<file path="src/rtl/dac_drv_pkg.sv">
// Shared constants and state encoding for the DAC segment encoder.
// Thermometer width and binary split are fixed here for the whole path.
package dac_drv_pkg;

    localparam int BIN_W    = 8;
    localparam int THERM_W  = 17;
    localparam int CODE_W   = 13;
    localparam int CODE_MAX = 4607;
    localparam int K_W      = CODE_W - BIN_W;
    localparam int PTR_W    = 5;

    localparam logic [CODE_W-1:0] CODE_LIM = CODE_W'(CODE_MAX);

    typedef enum logic [1:0] {
        OFF  = 2'd0,
        WAKE = 2'd1,
        RUN  = 2'd2
    } state_t;

endpackage

</file>
<file path="src/rtl/dac_segment_encoder_therm_rot_decoder.sv">
// Thermometer decoder: k ones starting at ptr, wrapping modulo THERM_W.
// With ptr tied to zero this is a plain bottom-filled thermometer.
module therm_rot_decoder
    import dac_drv_pkg::*;
(
    input  logic [K_W-1:0]     k,
    input  logic [PTR_W-1:0]   ptr,
    output logic [THERM_W-1:0] therm
);

    logic [5:0] off;

    // Bit i is set when its distance above ptr (mod THERM_W) is below k.
    always_comb begin
        therm = '0;
        off   = '0;
        for (int i = 0; i < THERM_W; i++) begin
            if (5'(i) >= ptr) begin
                off = 6'(i) - {1'b0, ptr};
            end else begin
                off = 6'(i + THERM_W) - {1'b0, ptr};
            end
            therm[i] = (off < {1'b0, k});
        end
    end

endmodule

</file>
<file path="src/rtl/dac_segment_encoder.sv">
// Segment encoder ahead of driver_cell: power sequencing and code split.
// Optional DAC_DEM_DWA_EN enables data-weighted averaging rotation.
module dac_segment_encoder
    import dac_drv_pkg::*;
#(
    parameter int SETTLE_CYC = 4
) (
    input  logic               clk,
    input  logic               rst,
    input  logic               en,
    input  logic [CODE_W-1:0]  code,
    input  logic               code_valid,
    output logic               code_ready,
    output logic               pdb,
    output logic [BIN_W-1:0]   datain,
    output logic [BIN_W-1:0]   datainb,
    output logic [THERM_W-1:0] datatherm,
    output logic [THERM_W-1:0] datathermb,
    output logic               sat
);

    state_t             state;
    state_t             state_nxt;
    logic [7:0]         cnt;
    logic [7:0]         cnt_nxt;
    logic               accept;
    logic               s1_valid;
    logic [CODE_W-1:0]  s1_code;
    logic [K_W-1:0]     k;
    logic [PTR_W-1:0]   ptr;
    logic [THERM_W-1:0] therm;

    assign accept = code_valid & code_ready;
    assign k      = s1_code[CODE_W-1:BIN_W];

    // Power sequencing: en low always wins and parks the block in OFF.
    always_comb begin
        state_nxt = state;
        cnt_nxt   = cnt;
        if (!en) begin
            state_nxt = OFF;
            cnt_nxt   = '0;
        end else begin
            unique case (state)
                OFF: begin
                    state_nxt = WAKE;
                    cnt_nxt   = '0;
                end
                WAKE: begin
                    if (cnt == 8'(SETTLE_CYC - 1)) begin
                        state_nxt = RUN;
                        cnt_nxt   = '0;
                    end else begin
                        cnt_nxt = cnt + 8'd1;
                    end
                end
                RUN: begin
                    state_nxt = RUN;
                end
                default: begin
                    state_nxt = OFF;
                    cnt_nxt   = '0;
                end
            endcase
        end
    end

    // State, settle counter and registered pdb / code_ready.
    always_ff @(posedge clk) begin
        if (rst) begin
            state      <= OFF;
            cnt        <= '0;
            pdb        <= 1'b0;
            code_ready <= 1'b0;
        end else begin
            state      <= state_nxt;
            cnt        <= cnt_nxt;
            pdb        <= (state_nxt != OFF);
            code_ready <= (state_nxt == RUN);
        end
    end

    // Stage 1: capture and clamp the accepted code, flag saturation.
    always_ff @(posedge clk) begin
        if (rst || !en) begin
            s1_valid <= 1'b0;
            s1_code  <= '0;
            sat      <= 1'b0;
        end else begin
            s1_valid <= accept;
            sat      <= accept && (code > CODE_LIM);
            if (accept) begin
                s1_code <= (code > CODE_LIM) ? CODE_LIM : code;
            end
        end
    end

    therm_rot_decoder u_dec (
        .k     (k),
        .ptr   (ptr),
        .therm (therm)
    );

    // Stage 2: drive true and complement outputs from the same flops edge.
    always_ff @(posedge clk) begin
        if (rst || !en) begin
            datain     <= '0;
            datainb    <= '1;
            datatherm  <= '0;
            datathermb <= '1;
        end else if (s1_valid) begin
            datain     <= s1_code[BIN_W-1:0];
            datainb    <= ~s1_code[BIN_W-1:0];
            datatherm  <= therm;
            datathermb <= ~therm;
        end
    end

`ifdef DAC_DEM_DWA_EN
    logic [5:0] ptr_sum;
    logic [5:0] ptr_wrap;

    // Next rotation pointer: advance by k, wrapping modulo THERM_W.
    always_comb begin
        ptr_sum  = {1'b0, ptr} + {1'b0, k};
        ptr_wrap = ptr_sum;
        if (ptr_sum >= 6'(THERM_W)) begin
            ptr_wrap = ptr_sum - 6'(THERM_W);
        end
    end

    // Pointer advances with every stage-2 update, clears when powered down.
    always_ff @(posedge clk) begin
        if (rst || !en) begin
            ptr <= '0;
        end else if (s1_valid) begin
            ptr <= ptr_wrap[PTR_W-1:0];
        end
    end
`else
    assign ptr = '0;
`endif

endmodule

</file>
<file path="config.mk">
export PLATFORM = sky130hd
export DESIGN_NAME = dac_segment_encoder
export DESIGN_NICKNAME = d
export VERILOG_FILES = /design/src/rtl/dac_drv_pkg.sv /design/src/rtl/dac_segment_encoder_therm_rot_decoder.sv /design/src/rtl/dac_segment_encoder.sv
export SDC_FILE = /design/constraint.sdc
export NUM_CORES = 1
export LEC_CHECK = 0
export ABC_AREA = 1
export ABC_CLOCK_PERIOD_IN_PS = 3050
export CAP_MARGIN = 10
export CORE_MARGIN = 2
export CORE_UTILIZATION = 40
export DETAILED_ROUTE_END_ITERATION = 8
export PLACE_DENSITY = 0.67
export SETUP_SLACK_MARGIN = 0.2
export SLEW_MARGIN = 20
export SYNTH_ARGS = -nofsm -noshare
export SYNTH_HDL_FRONTEND = slang
export SYNTH_SLANG_ARGS = --single-unit
</file>
<file path="constraint.sdc">
create_clock -name clk -period 3.05 [get_ports clk]
set_input_delay 0.7625 -clock clk [delete_from_list [all_inputs] [get_ports clk]]
set_output_delay 0.7625 -clock clk [all_outputs]
set_load 0.03 [all_outputs]
</file>
==> results.tsv <==
metric	value	unit
reg2reg_from	s1_valid$_SDFF_PP0_	
slowest_delay	0.45	ns
postPlaceCellArea	3620	µm²
ys_ff_latch	77	
fin_skew	0.00867	ns
grt_max_degree	26	
cts_resized	0	
synth_fa_ha_area_frac	0.00437	
worstMarginPinSlew	0.582	ns
diodes	0	
drtPass1Iterations	5	
fin_tns_setup	0	ns
final_util	0.562	
netlist_area	2860	µm²
worst_path_max_delay_cell	clkdlybuf4s50_1	
cts_sinks	77	
cts_max_level	3	
synth_compound_area_frac	0.144	
vias	2487	
synth-edff-count	0	
synth_nets	372	
place_ws	0.521	ns
path_cells	clkdlybuf4s50_1, inv_1, nor2_4, nand2_1, inv_1, nand2_1, o21ai_0	
netlist_top_cells_count	dfxtp_1 (77), nand2_1 (75), nor2_1 (56), a21oi_1 (23), inv_1 (23)	
dp.cells	508	
yosys-top-cells-area	dfxtp_1 (54%), nand2_1 (9.8%), nor2_1 (7.3%), a21oi_1 (4.0%), o21ai_0 (3.1%)	
end_kind	flip-flop	
arrival	2.43	ns
synth_cell_type_count	32	
drtIter0Drc	139	
synth-simple-area-share	0.251	
die_x	88.6	µm
yosysMostFrequentCell	dfxtp_1	
postSynthCellCount	354	
ctsHoldBuffers	0	
startpoint_type	input port	
drc_errors	0	
async_flop_share	0	
grt_overflow_total	0	
status	completed	
grt.total_usage	0.169	
synthXorXnorAreaFrac	0.00306	
hpwl	4560	µm
numCtsBuffers	9	
path_class	in -> reg	
setup_viol	0	
cts_tree	done	
clk_pin_slew	0.08	ns
final_layout_size_suffix_gt1_frac	0.0724	
synth-main-ff-cell	dfxtp_1	
num_rows	30	
holdCritPathClass	reg -> reg	
cp.required	3.32	ns
globalplace.congestion	0.828	
postSynthAreaPerCell	8.08	µm²
hold_violations	0	
die_area	7850	µm²
p_leak	1.61	nW
cts_buffer_depth	2	
clock_latency	0.35	ns
fmax	462	MHz
rsz0062_at_grt	false	
wire_per_inst	12.1	µm
ys_warn_count	0	
initial_core_util	0.417	
io_buffers	69	
drv_slew	0	
design_area	3860	µm²
cts_setup_buffers	0	
die_h	88.6	µm
fp.coreArea	6870	µm²
yosysSeqAreaShare	0.539	
crit_path_max_fanout	12	
fin_ws	0.887	ns
max_cap_viol_count	0	
vias_per_cell	4.75	
power_density	515	nW/µm²
slew_headroom	0.610	
ant_nets	0	
nNetsFinal	441	
netlist.area_leader.share	0.539	
hold_start	datathermb[15]$_SDFFE_PP1P_	
synth_mux_area_frac	0	
yosysTopAreaCell	dfxtp_1	
antenna_found_initial	0	
syn2layout_area_growth	34.8	%
grt_pass1_vias	2331	
period_minus_slack	2.16	ns
fillers	629	
startpoint	en	
drt_wl_total	6360	µm
fin_cells	524	
synth_top_family_by_area	simple AND/OR/NAND/NOR gates	
ir_worst_vdd	0.284	mV
clk_root_buffer_cell	clkbuf_8	
period_share	0.709	
grt_pass1_wl	10200	µm
io_pins	70	
==> through the flow <==
stage | hold slack (ns) | power [mW]
after floorplan | 0.451 | 1.06
after global placement | 0.439 | 1.09
after detailed placement | 0.442 | 1.09
after CTS | 0.457 | 2.00
after global routing | 0.478 | 2.05
final | 0.455 | 1.99
==> where the power goes <==
part | internal (mW) | switching (mW) | total [mW]
Combinational | 0.0261 | 0.0345 | 0.0606
Clock | 0.549 | 0.371 | 0.920
Sequential | 1.01 | 0.00146 | 1.01
==> worst max-delay path: cells and delay by family <==
| kind | cells | cell delay, ns |
|---|---|---|
| AO/OA/AOI/OAI | 1 | 0.09 |
| buffers and inverters | 3 | 0.91 |
| AND/OR/NAND/NOR | 3 | 0.67 |
==> cells by family (layout without fill, tap and decap cells) <==
| family | count (synthesis) | in the layout |
|---|---|---|
| adders and majority gates | 1 | 1 |
| DFF | 77 | 77 |
| xor gates and xnor gates | 1 | 1 |
| buffers and inverters | 40 | 114 |
| and+or+nand+nor | 165 | 165 |
| AOI/OAI and AO/OA | 70 | 70 |
==> worst paths after layout <==
kind	to	slack (ns)	cells past startpoint
max	datatherm[8]$_SDFFE_PP0P_	0.89	7
min	datathermb[15]$_SDFFE_PP1P_	0.46	2
max reg2reg	datatherm[8]$_SDFFE_PP0P_	1.32	5
min reg2reg	datathermb[15]$_SDFFE_PP1P_	0.46	2
==> layout by cell type (no fill, tap or decap), types with 3 or more instances in the layout <==
master            n
o21a_1            5
a21o_1            8
clkdlybuf4s50_1  69
nand3_1          16
nor2_4            3
and3_1            3
dfxtp_1          77
nand2_1          75
inv_1            23
nor2_1           56
o21ai_0          18
nor3_1            3
a21oi_1          23
o21ai_1           9
inv_2             4
clkbuf_8          9
bufinv_16         3
==> per-layer routing <==
| layer | up-vias | wire, µm | global-route usage | share of wire |
|---|---|---|---|---|
| met5 | - | 0 | 0 | 0 |
| met4 | 0 | 125 | 0.0579 | 0.020 |
| met3 | 11 | 229 | 0.0588 | 0.036 |
| met2 | 53 | 3020 | 0.278 | 0.47 |
| met1 | 1146 | 2990 | 0.207 | 0.47 |
| li1 | 1277 | - | - | - |
==> flip-flops by register name, indices dropped and copies added (netlist names) <==
name,count
datain,8
pdb,1
cnt,8
sat,1
datatherm,17
s1_code,13
code_ready,1
s1_valid,1
datathermb,17
state,2
datainb,8
==> cell type report <==
cell class              count  area (µm²)  share of cell area
clock buffers              11         131              0.0341
clock inverters             5         108              0.0279
inverters                  27         101              0.0263
multi-input cells         237        1150               0.298
flip-flops and latches     77        1540               0.400
well taps                  96         120              0.0311
repair buffers             71         706               0.183
Note: power is estimated with default switching activity, not from simulation.
